`src/rtl/muldiv_sequencer.sv`:
```
// muldiv_sequencer: multi-cycle sequencer for MUL, MULTU, DIV and DIVU.
// It runs a radix-2 shift-add multiplier or a restoring divider for WIDTH cycles on operand
// magnitudes, then applies the sign fix-up and presents the HI/LO results with write strobes.
//
// Ports:
//   clk, rst        clock (rising edge), asynchronous active-high reset
//   start, op, a, b operation request; sampled only in IDLE
//                   op: 00 MUL, 01 MULTU, 10 DIV, 11 DIVU
//   flush           synchronous abort; returns to IDLE and suppresses all strobes
//   stall           holds the PC/regfile path while an operation is in flight
//   busy            state is not IDLE
//   done            one-cycle completion pulse
//   hi_out, lo_out  HI (remainder / high product) and LO (quotient / low product)
//   hi_w, lo_w      HI/LO write strobes
//   rd_w            MUL rd write strobe; rd data is lo_out
module muldiv_sequencer #(
    parameter int unsigned WIDTH = 32,
    parameter int unsigned CNT_W = 6
) (
    input  logic             clk,
    input  logic             rst,
    input  logic             start,
    input  logic [1:0]       op,
    input  logic [WIDTH-1:0] a,
    input  logic [WIDTH-1:0] b,
    input  logic             flush,
    output logic             stall,
    output logic             busy,
    output logic             done,
    output logic [WIDTH-1:0] hi_out,
    output logic [WIDTH-1:0] lo_out,
    output logic             hi_w,
    output logic             lo_w,
    output logic             rd_w
);

    typedef enum logic [1:0] {StIdle, StCalc, StFix, StDone} state_e;

    localparam logic [1:0] OpMul   = 2'b00;
    localparam logic [1:0] OpMultu = 2'b01;
    localparam logic [1:0] OpDiv   = 2'b10;
    localparam logic [1:0] OpDivu  = 2'b11;

    localparam logic [CNT_W-1:0] LastCnt = CNT_W'(WIDTH - 1);

    state_e             state_q, state_d;
    logic [1:0]         op_q, op_d;
    logic               sa_q, sa_d;
    logic               sb_q, sb_d;
    // opb: multiplicand for multiplies, divisor for divides (magnitude for signed ops)
    logic [WIDTH-1:0]   opb_q, opb_d;
    // high: product accumulator / partial remainder
    logic [WIDTH-1:0]   high_q, high_d;
    // low: multiplier (shifted out as product bits enter) / dividend-quotient register
    logic [WIDTH-1:0]   low_q, low_d;
    logic [CNT_W-1:0]   cnt_q, cnt_d;
    logic [WIDTH-1:0]   hi_out_q, hi_out_d;
    logic [WIDTH-1:0]   lo_out_q, lo_out_d;
    logic               done_q, done_d;
    logic               hi_w_q, hi_w_d;
    logic               lo_w_q, lo_w_d;
    logic               rd_w_q, rd_w_d;

    // Datapath helpers
    logic               in_signed;
    logic               a_neg;
    logic               b_neg;
    logic [WIDTH:0]     mul_sum;
    logic [WIDTH:0]     rem_sh;
    logic [WIDTH:0]     rem_diff;
    logic               rem_ge;
    logic [2*WIDTH-1:0] prod;
    logic               div_zero;
    logic [WIDTH-1:0]   rem_signed;

    assign in_signed = ~op[0];
    assign a_neg     = in_signed & a[WIDTH-1];
    assign b_neg     = in_signed & b[WIDTH-1];

    // Shift-add step; the extra top bit is the carry shifted back into the accumulator.
    assign mul_sum = {1'b0, high_q} + (low_q[0] ? {1'b0, opb_q} : '0);

    // Restoring step: shift {rem, quot} left and trial-subtract the divisor.
    assign rem_sh   = {high_q, low_q[WIDTH-1]};
    assign rem_ge   = rem_sh >= {1'b0, opb_q};
    assign rem_diff = rem_sh - {1'b0, opb_q};

    assign prod     = {high_q, low_q};
    assign div_zero = (opb_q == '0);
    // With a zero divisor every trial subtract succeeds, so the remainder holds |a| and this
    // sign fix-up restores the original a as required.
    assign rem_signed = sa_q ? -high_q : high_q;

    always_comb begin
        state_d  = state_q;
        op_d     = op_q;
        sa_d     = sa_q;
        sb_d     = sb_q;
        opb_d    = opb_q;
        high_d   = high_q;
        low_d    = low_q;
        cnt_d    = cnt_q;
        hi_out_d = hi_out_q;
        lo_out_d = lo_out_q;
        done_d   = 1'b0;
        hi_w_d   = 1'b0;
        lo_w_d   = 1'b0;
        rd_w_d   = 1'b0;

        unique case (state_q)
            StIdle: begin
                if (start) begin
                    op_d    = op;
                    sa_d    = a_neg;
                    sb_d    = b_neg;
                    low_d   = a_neg ? -a : a;
                    opb_d   = b_neg ? -b : b;
                    high_d  = '0;
                    cnt_d   = '0;
                    state_d = StCalc;
                end
            end
            StCalc: begin
                if (op_q[1]) begin
                    if (rem_ge) begin
                        high_d = rem_diff[WIDTH-1:0];
                        low_d  = {low_q[WIDTH-2:0], 1'b1};
                    end else begin
                        high_d = rem_sh[WIDTH-1:0];
                        low_d  = {low_q[WIDTH-2:0], 1'b0};
                    end
                end else begin
                    high_d = mul_sum[WIDTH:1];
                    low_d  = {mul_sum[0], low_q[WIDTH-1:1]};
                end
                cnt_d = cnt_q + 1'b1;
                if (cnt_q == LastCnt) begin
                    state_d = StFix;
                end
            end
            StFix: begin
                case (op_q)
                    OpMul: begin
                        {hi_out_d, lo_out_d} = (sa_q ^ sb_q) ? -prod : prod;
                        rd_w_d = 1'b1;
                    end
                    OpMultu: begin
                        {hi_out_d, lo_out_d} = prod;
                        hi_w_d = 1'b1;
                        lo_w_d = 1'b1;
                    end
                    OpDiv: begin
                        hi_out_d = rem_signed;
                        if (div_zero) begin
                            lo_out_d = '1;
                        end else begin
                            lo_out_d = (sa_q ^ sb_q) ? -low_q : low_q;
                        end
                        hi_w_d = 1'b1;
                        lo_w_d = 1'b1;
                    end
                    OpDivu: begin
                        hi_out_d = high_q;
                        lo_out_d = div_zero ? '1 : low_q;
                        hi_w_d   = 1'b1;
                        lo_w_d   = 1'b1;
                    end
                    default: ;
                endcase
                done_d  = 1'b1;
                state_d = StDone;
            end
            StDone: begin
                state_d = StIdle;
            end
            default: state_d = StIdle;
        endcase

        // Abort wins over everything: results keep their old values, no strobes.
        if (flush) begin
            state_d  = StIdle;
            hi_out_d = hi_out_q;
            lo_out_d = lo_out_q;
            done_d   = 1'b0;
            hi_w_d   = 1'b0;
            lo_w_d   = 1'b0;
            rd_w_d   = 1'b0;
        end
    end

    always_ff @(posedge clk or posedge rst) begin
        if (rst) begin
            state_q  <= StIdle;
            op_q     <= '0;
            sa_q     <= 1'b0;
            sb_q     <= 1'b0;
            opb_q    <= '0;
            high_q   <= '0;
            low_q    <= '0;
            cnt_q    <= '0;
            hi_out_q <= '0;
            lo_out_q <= '0;
            done_q   <= 1'b0;
            hi_w_q   <= 1'b0;
            lo_w_q   <= 1'b0;
            rd_w_q   <= 1'b0;
        end else begin
            state_q  <= state_d;
            op_q     <= op_d;
            sa_q     <= sa_d;
            sb_q     <= sb_d;
            opb_q    <= opb_d;
            high_q   <= high_d;
            low_q    <= low_d;
            cnt_q    <= cnt_d;
            hi_out_q <= hi_out_d;
            lo_out_q <= lo_out_d;
            done_q   <= done_d;
            hi_w_q   <= hi_w_d;
            lo_w_q   <= lo_w_d;
            rd_w_q   <= rd_w_d;
        end
    end

    assign stall  = ((state_q == StIdle) && start) || (state_q == StCalc) || (state_q == StFix);
    assign busy   = (state_q != StIdle);
    // A flush arriving in the DONE cycle still suppresses the already-registered strobes.
    assign done   = done_q & ~flush;
    assign hi_w   = hi_w_q & ~flush;
    assign lo_w   = lo_w_q & ~flush;
    assign rd_w   = rd_w_q & ~flush;
    assign hi_out = hi_out_q;
    assign lo_out = lo_out_q;

endmodule

```
`config.mk`:
```
export PLATFORM = sky130hd
export DESIGN_NAME = muldiv_sequencer
export DESIGN_NICKNAME = d
export VERILOG_FILES = /design/src/rtl/muldiv_sequencer.sv
export SDC_FILE = /design/constraint.sdc
export NUM_CORES = 1
export LEC_CHECK = 0
export ABC_AREA = 0
export CAP_MARGIN = 5
export CORE_MARGIN = 2
export CORE_UTILIZATION = 45
export CTS_CLUSTER_DIAMETER = 40
export CTS_CLUSTER_SIZE = 14
export DETAILED_ROUTE_END_ITERATION = 8
export PLACE_DENSITY = 0.68
export SLEW_MARGIN = 20
export SYNTH_ARGS = -nofsm -noshare
export SYNTH_HDL_FRONTEND = slang
export SYNTH_SLANG_ARGS = --single-unit
```
`constraint.sdc`:
```
create_clock -name clk -period 6 [get_ports clk]
set_input_delay 1.2 -clock clk [delete_from_list [all_inputs] [get_ports clk]]
set_output_delay 1.2 -clock clk [all_outputs]
set_load 0.02 [all_outputs]
```
# Word level (Yosys, flattened, before mapping)

Index checks and enable logic that the tools add are counted.

Add/subtract/negate cells: 8
$lt $le $gt $ge: 1
Eq/ne operators: 10
Multiplexer cells: 32
Bitwise logic cells: 8
Reduce and logical (&&, ||, !) cells: 14

Operators with widths:

| kind                  | number |
|---|---|
| $mux W32              | 12 |
| $neg A32 Y32          | 4 |
| $pmux W32 S2          | 2 |
| $pmux W32 S4          | 1 |
| $pmux W32 S3          | 1 |
| $mux W64              | 1 |
| $neg A64 Y64          | 1 |
| $add A32 B32 Y33      | 1 |
| $ge A33 B32 Y1        | 1 |
| $logic_not A32 Y1     | 1 |
| $sub A32 B32 Y32      | 1 |
| $pmux W6 S2           | 1 |
| $mux W1               | 9 |
| $eq A2 B2 Y1 const B  | 4 |
| $pmux W2 S4           | 1 |
| $reduce_and A2 Y1     | 4 |
| $add A6 B1 Y6 const B | 1 |
| $eq A6 B5 Y1 const B  | 1 |
| $mux W2               | 3 |
| $mux W6               | 1 |
| $ne A3 B3 Y1 const B  | 2 |
| $and A1 B1 Y1         | 5 |
| $eq A2 B1 Y1 const B  | 2 |
| $logic_not A2 Y1      | 2 |
| 8 further kinds       | 11 |

Register bits: 175
Bits of input ports: 70
Output and inout port bits: 70
Word-level logic and storage cells: 86

# Depth between registers and ports, before layout

Gate-level depths: netlist of the first run.

Depth after elaboration: 5
Gate-level depth with buffers: 14
Gate-level depth less buffers: 13

# Least setup slack after synthesis of the first run

Ideal clock, no wire load.

Kind: in2reg
Start point: in b[8]
End point: reg opb_q[29]
Setup time: 0.131 ns
Arrival time: 3.558 ns
Slack: 2.311 ns
Stages: 8
Path through: or4_4 > or3_1 > or3_1 > or3_4 > or3_4 > o41ai_4 > xor2_1 > o21ai_1

Word-level cells in the longest chain between the ends: 2

RTL lines:

| what                   | line | RTL |
|---|---|---|
| start: declaration     | 25   | `input logic [WIDTH-1:0] b,` |
| $neg A32 Y32           | 117  | `opb_d = b_neg ? -b : b;` |
| $mux W32               | 117  |  |
| end signal: assignment | 212  | `opb_q <= opb_d;` |
| end: declaration       | 51   | `logic [WIDTH-1:0] opb_q, opb_d;` |

No other way between the ends.
A chain may end at the register's enable or synchronous reset.

# Final worst setup path of the first run

Start point: in start
End point: out stall

Word-level cells in the longest chain between the ends: 3

RTL lines:

| what                             | line | RTL |
|---|---|---|
| start: declaration               | 22   | `input logic start,` |
| $logic_and A1 B1 Y1              | 225  | `assign stall = ((state_q == StIdle) && start) \|\| (state_q == StCalc) \|\| (state_q == StFix);` |
| $logic_or A1 B1 Y1 (2 in series) | 225  |  |
| end: declaration                 | 27   | `output logic stall,` |

No other way between the ends.

==> summary.txt, run 1 <==
=======================================================================================
Antenna diodes                                                                        0
Die Wd                                                                           180 µm
Area fraction of the dominant cell type after synthesis                           0.313
Filler instances                                                                  2,924
Sequential cell area fraction in the yosys report                                 0.313
Synth area leader                                                               dfrtp_1
Async SR Flop Fraction                                                             1.00
Crit path kind                                                                   in2out
R2r setup slk                                                                   1900 ps
Critical Path Max Stage Delay                                                    570 ps
Setup repair after global routing missed its margin                                  no
Average wire per standard cell                                                  19.1 µm
Remaining global-route overflow                                                       0
Global-route usage over all layers                                                0.261
Clock tree from TritonCTS                                                           yes
Final hold slack                                                                 469 ps
Initial core utilization                                                          0.458
Critical Path Start Type                                                     input port
Min-delay worst type                                                            reg2reg
Kind of cell with the highest combined delay on the critical path          buffers and inverters
Cell area power density                                                      577 mW/mm²
Finished Cell Area                                                           0.0163 mm²
Sequential standard cell area                                               0.00438 mm²
Clock latency reported for the late side of the worst-skew pair                  450 ps
Count of vias placed by the detailed router                                      13,400
Most common cell type on the critical path                                 clkdlybuf4s50_1
Final slew viol count                                                                 0
Total area of multi-input combinational cells                               0.00900 mm²
Initial antenna violation count                                                       0
Final antenna-violating net count                                                     0
Number of hold violations in the final report                                         0
Final setup TNS                                                                    0 ps
Pre-antenna DRT Iters                                                                 6
Cells on worst reg2reg path                                                          13
Synthesized Nets                                                                  1,917
Number of violations reported at the end of detailed-routing iteration 0          1,255
Number of distinct standard cells referenced by the synthesized netlist              77
Setup violations, final                                                               0
Count of input and output buffers                                                   139
Clock-pin slew of the registers on the worst-case setup and hold paths            80 ps
Final net count                                                                   1,994
Most repeated cell in the gate-level netlist after synthesis                    nand2_1
TritonCTS buffer count                                                               17
CORE AREA                                                                    0.0306 mm²
Cell count after placement                                                        2,227
Final std cells w/o fill                                                          2,259
Number of synthesis warnings                                                          0
Most common library cells after synthesis                                  214 x nand2_1, 193 x o21ai_0, 175 x dfrtp_1
Highest fanout seen on the critical path                                             74
Vias per std cell                                                                  5.92
Final critical-path share of the clock period                                     0.687
Maximum number of pins on one net before global-route repair                        104
Number of standard-cell rows in the floorplan                                        64
Data required, critical path                                                    4800 ps
Average size of a mapped cell                                                  7.90 µm²
Summed instance area of the synthesized netlist                              0.0140 mm²
Cell-by-cell listing of the critical path                                  clkdlybuf4s50_1, nand2_2, buf_4, nand3_1, clkdlybuf4s50_1
Worst clock skew                                                                12.6 ps
Number of flip-flops and latches in the synthesized netlist                         175
Static Leakage                                                                  7.04 nW
Level count of the clock H-tree                                                       4
Measured slew at the worst slew-check pin                                       1060 ps
CTS Root Buffer Type                                                          clkbuf_16
DIE HEIGHT                                                                       180 µm
Rel. slew slack                                                                   0.291
Critical Path Stages                                                                  5
Main synth FF type                                                              dfrtp_1
Number of post-CTS setup repair buffers                                               0
Instance count along the most critical hold path                                      2
Cell area after placement                                                    0.0157 mm²
Minimum clock period                                                            4120 ps
Number of synthesized flops with an enable pin                                        0
Layout cell share with drive strength beyond 1                                   0.0467
Critical path endpoint category                                            primary output
Maximum vdd ir drop                                                              484 µV
Post-cts repair resize count                                                          0
Number of global-route vias before repair                                        12,600
Synthesis-to-layout area growth                                                   16.3%
Run status                                                                    completed
Sum of routed wire length over all layers                                       43.1 mm
Sum of net half-perimeters after detailed placement                             32.7 mm
Arrival time worst endpoint                                                     2920 ps
Die area                                                                     0.0325 mm²
Placer Congestion                                                                 0.941
Post-route DRC violation count                                                        0
Slowest cell on the critical path                                          clkdlybuf4s50_1
Max Cap Violations                                                                    0
End-of-flow core utilization                                                      0.533
Io pins                                                                             140
Max frequency                                                                   242 MHz
Main area contributors after synthesis                                     dfrtp_1 31%, o21ai_0 6.9%, ha_1 6.4%, xnor2_1 5.9%, nand2_1 5.7%
CTS Sinks                                                                           175
First-pass GRT wire length                                                      68.5 mm
Count of hold buffers inserted by post-cts repair                                     0
Gate count after technology mapping                                               1,773
Sum of buffers and inverters on the critical path                                     3
Buffer depth of the longest clock path                                                2
=======================================================================================
registers in the layout, summed over array words and instances, names as in the netlist:
name,count
low_q,32
cnt_q,6
op_q,2
opb_q,32
sa_q,1
sb_q,1
hi_out,32
lo_out,32
lo_w_q,1
done_q,1
rd_w_q,1
state_q,2
high_q,32
path summary, 6_finish.rpt:
path | endpoint | start
setup / recovery | stall | start
hold / removal | lo_out[6] | lo_out[6]
setup reg to reg | high_q[28] | low_q[31]
hold reg to reg | lo_out[6] | lo_out[6]
max in group asynchronous | high_q[16] | rst
min in group asynchronous | lo_out[29] | rst
cell families (layout without fill, tap and decap cells):
family	Yosys count	after routing	share of synthesized area
AO/OA/AOI/OAI	551	551	0.242
AND/OR/NAND/NOR	590	590	0.195
flip-flops	175	175	0.313
multiplexers	40	40	0.0289
buffers and inverters	169	259	0.0456
XOR/XNOR	174	174	0.109
adder cells (fa/ha/maj)	74	74	0.0672
area by class of cell:
| class | count | share of cell area |
|---|---|---|
| repair buffers | 158 | 0.0942 |
| inverters | 69 | 0.0162 |
| clock buffers | 17 | 0.0261 |
| well taps | 396 | 0.0304 |
| clock inverters | 15 | 0.0115 |
| flip-flops and latches | 175 | 0.269 |
| multi-input cells | 1429 | 0.553 |
worst register-to-register path, cell delays in order, from the launching register on:
cell and delay [ps]:
dfrtp_1 510, inv_1 130, ha_1 180, inv_1 60, fa_1 430, a211oi_1 290, o21ai_0 250, a211oi_1 420
o21ai_0 390, a21bo_2 290, a21o_1 210, or3b_2 450, a21o_1 170, a32o_1 230
report_power, final:
part | switching [mW] | total, mW | internal [mW] | leakage, nW
clock | 0.589 | 1.16 | 0.568 | 0.292
combinational | 3.50 | 5.84 | 2.34 | 4.54
sequential | 0.721 | 2.40 | 1.68 | 2.21
layout by cell type, fill, tap and decap left out, types with 8 or more instances in the layout:
cell type,netlist,final
a211oi_1,11,11
a21o_1,26,26
a21oi_1,146,146
a22oi_1,15,15
a31oi_1,14,14
and3_1,10,10
buf_4,1,19
clkbuf_16,0,17
clkdlybuf4s50_1,0,139
dfrtp_1,175,174
ha_1,72,72
inv_1,68,67
mux2i_1,37,37
nand2_1,214,213
nand2b_1,23,22
nand3_1,25,25
nand4_1,16,16
nor2_1,167,166
nor2b_1,14,14
nor3_1,37,37
nor4_1,18,18
o211ai_1,14,14
o21a_1,14,14
o21ai_0,193,193
o21ai_1,9,9
o31ai_1,23,23
o41ai_1,8,8
or3_1,18,18
or4_1,9,9
xnor2_1,95,95
xor2_1,79,79
per-layer routing:
metal / up-vias / GRT usage / share of wire / routed length [µm]
met5: - / 0 / 0 / 0
met4: 0 / 0.0768 / 0.022 / 952
met3: 69 / 0.0471 / 0.080 / 3430
met2: 542 / 0.390 / 0.43 / 18600
met1: 6275 / 0.383 / 0.47 / 20200
li1: 6477 / - / - / -
per-stage QoR:
step / setup slack (ps) / power (mW)
after floorplan: 54.8 / 6.31
after global placement: 1720 / 8.03
after detailed placement: 1690 / 8.13
after CTS: 1850 / 9.32
after global routing: 1710 / 10.1
final: 1880 / 9.40
(Power assumes the default switching activity.)
==> run 2: changes to the inputs <==
==> constraint.sdc (replaced) <==
create_clock -name clk -period 3.4 [get_ports clk]
set_input_delay 0.68 -clock clk [delete_from_list [all_inputs] [get_ports clk]]
set_output_delay 0.68 -clock clk [all_outputs]
set_load 0.02 [all_outputs]
==> run 2 against run 1 <==
  * Power up 90%
  * Via count up 5.3%
  * Final cell count up 6.4%
  * Clock power up 91%
  * Global-route usage up 1.3 points
  * Wire length up 5.5%
  * Critical endpoint is now high_q[28]
==> summary.txt, run 2 (synthesized netlist as in run 1, its figures left out) <==
=======================================================================================
Count of input and output buffers                                                   139   unchanged
Number of standard-cell rows in the floorplan                                        64   unchanged
Buffer depth of the longest clock path                                                2   unchanged
Sum of net half-perimeters after detailed placement                             35.8 mm   was 32.7 mm
Minimum clock period                                                            3310 ps
Final slew viol count                                                                 0   unchanged
Sum of routed wire length over all layers                                       45.5 mm   was 43.1 mm
Remaining global-route overflow                                                       0   unchanged
Count of vias placed by the detailed router                                      14,100   was 13,400
Cell area power density                                                     1020 mW/mm²   was 577 mW/mm²
TritonCTS buffer count                                                               17   unchanged
Final hold slack                                                                 471 ps   was 469 ps
Post-route DRC violation count                                                        0   unchanged
Final net count                                                                   2,141   was 1,994
Cells on worst reg2reg path                                                          15   was 13
Level count of the clock H-tree                                                       4   unchanged
Min-delay worst type                                                            reg2reg   unchanged
Worst clock skew                                                                19.0 ps   was 12.6 ps
CORE AREA                                                                    0.0306 mm²   unchanged
Commonest non-fill, non-tap cell in the layout                                  nand2_1   unchanged
Finished Cell Area                                                           0.0175 mm²   was 0.0163 mm²
Io pins                                                                             140   unchanged
Data required, critical path                                                    3740 ps   was 4800 ps
Total area of multi-input combinational cells                               0.00908 mm²   was 0.00900 mm²
Initial antenna violation count                                                       1   was 0
Highest-count cells in the layout ignoring fill and taps                   213 x nand2_1, 190 x o21ai_0, 174 x dfrtp_1   was 213 x nand2_1, 193 x o21ai_0, 174 x dfrtp_1
Arrival time worst endpoint                                                     3650 ps   was 2920 ps
Initial core utilization                                                          0.458   unchanged
Setup violations, final                                                               0   unchanged
Layout cell share with drive strength beyond 1                                    0.123   was 0.0467
Synthesis-to-layout area growth                                                   25.1%   was 16.3%
Rel. slew slack                                                                   0.579   was 0.291
Clock latency reported for the late side of the worst-skew pair                  460 ps   was 450 ps
Number of violations reported at the end of detailed-routing iteration 0          1,387   was 1,255
Number of global-route vias before repair                                        13,300   was 12,600
Static Leakage                                                                  7.81 nW   was 7.04 nW
Measured slew at the worst slew-check pin                                        630 ps   was 1060 ps
Die area                                                                     0.0325 mm²   unchanged
Maximum vdd ir drop                                                              538 µV   was 484 µV
Instance count along the most critical hold path                                      2   unchanged
Antenna diodes                                                                        0   unchanged
Cell area after placement                                                    0.0168 mm²   was 0.0157 mm²
Start of the worst register-to-register path                                   low_q[0]   was low_q[31]
CTS Sinks                                                                           175   unchanged
R2r setup slk                                                                     90 ps   was 1900 ps
Total power of the final layout                                                 17.9 mW   was 9.40 mW
Clock tree from TritonCTS                                                           yes   unchanged
Final antenna-violating net count                                                     0   unchanged
Die Wd                                                                           180 µm   unchanged
Pre-antenna DRT Iters                                                                 6   unchanged
Clock-pin slew of the registers on the worst-case setup and hold paths            90 ps   was 80 ps
Count of hold buffers inserted by post-cts repair                                     0   unchanged
Filler instances                                                                  2,805   was 2,924
Endpoint of the worst-slack reg-to-reg timing path                           high_q[28]   unchanged
Launch instance of the worst min-delay path                                   lo_out[2]   was lo_out[6]
Max frequency                                                                   302 MHz
Placer Congestion                                                                 0.982   was 0.941
DIE HEIGHT                                                                       180 µm   unchanged
Number of hold violations in the final report                                         0   unchanged
Crit path kind                                                                  reg2reg   was in2out
Global-route usage over all layers                                                0.273   was 0.261
First-pass GRT wire length                                                      71.3 mm   was 68.5 mm
Final setup TNS                                                                    0 ps   unchanged
Endpoint of the worst hold path                                               lo_out[2]   was lo_out[6]
Average wire per standard cell                                                  18.9 µm   was 19.1 µm
Critical Path Start Type                                                      flip-flop   was input port
Max Cap Violations                                                                    0   unchanged
CTS Root Buffer Type                                                          clkbuf_16   unchanged
Maximum number of pins on one net before global-route repair                         63   was 104
Highest fanout seen on the critical path                                             10   was 74
Vias per std cell                                                                  5.85   was 5.92
Critical path endpoint category                                               flip-flop   was primary output
Sequential standard cell area                                               0.00438 mm²   unchanged
Final critical-path share of the clock period                                     0.972
Run status                                                                    completed   unchanged
Setup repair after global routing missed its margin                                 yes   was no
=======================================================================================
run 2: worst max path at each step:
stage               from    endpoint  slack [ps]  cells past startpoint
3_3_place_gp        b[8]   opb_q[29]        -290                      9
2_1_floorplan   low_q[0]  high_q[28]         110                     14
4_1_cts        low_q[31]  high_q[28]         -60                     13
3_5_place_dp        b[8]   opb_q[29]        -320                      9
6_report        low_q[0]  high_q[28]          90                     15
5_1_grt         low_q[0]  high_q[31]         -40                     14
run 2: where the power goes:
part           leakage, nW  total [mW]  internal, mW  switching, mW
combinational         5.29        11.8          4.92           6.86
clock                0.309        2.21          1.25          0.965
sequential            2.21        3.89          2.98          0.915
run 2: metal layers:
layer  routed length (µm)  GRT usage
met2                19900      0.418
met4                  912     0.0755
met5                    0          0
met1                21100      0.396
met3                 3650     0.0493
run 2: worst max-delay path: stages, from the launching register on:
cell	delay, ps
dfrtp_1	430
inv_2	110
buf_12	130
nor2_1	60
ha_1	290
buf_4	120
o211ai_1	130
a21oi_1	140
a21bo_2	290
a31oi_2	200
o21ai_1	170
o41ai_1	440
buf_4	190
xnor2_1	100
mux2i_1	90
a32o_1	280
run 2: cell type report:
class                           count  share of cell area
Tap cell                          396              0.0283
Clock buffer                       17              0.0243
Sequential cell                   175               0.250
Clock inverter                     13              0.0114
Timing Repair Buffer              305               0.153
Inverter                           69              0.0150
Multi-Input combinational cell   1429               0.518
run 2: timing repair:
item / 4_1_cts / 5_1_grt
gates resized for setup: 2 / 22
cloned: 0 / 0
setup buffers: 0 / 1
setup endpoints to repair: 2 / 27
pin swaps: 0 / 5
run 2: through the flow:
step                 util  cells  setup slack, ps
floorplan               -   1773              110
global placement    0.549   2373             -286
detailed placement  0.549   2373             -322
CTS                 0.570   2403            -55.9
global route        0.573   2404            -40.2
finish              0.573   2404             94.0
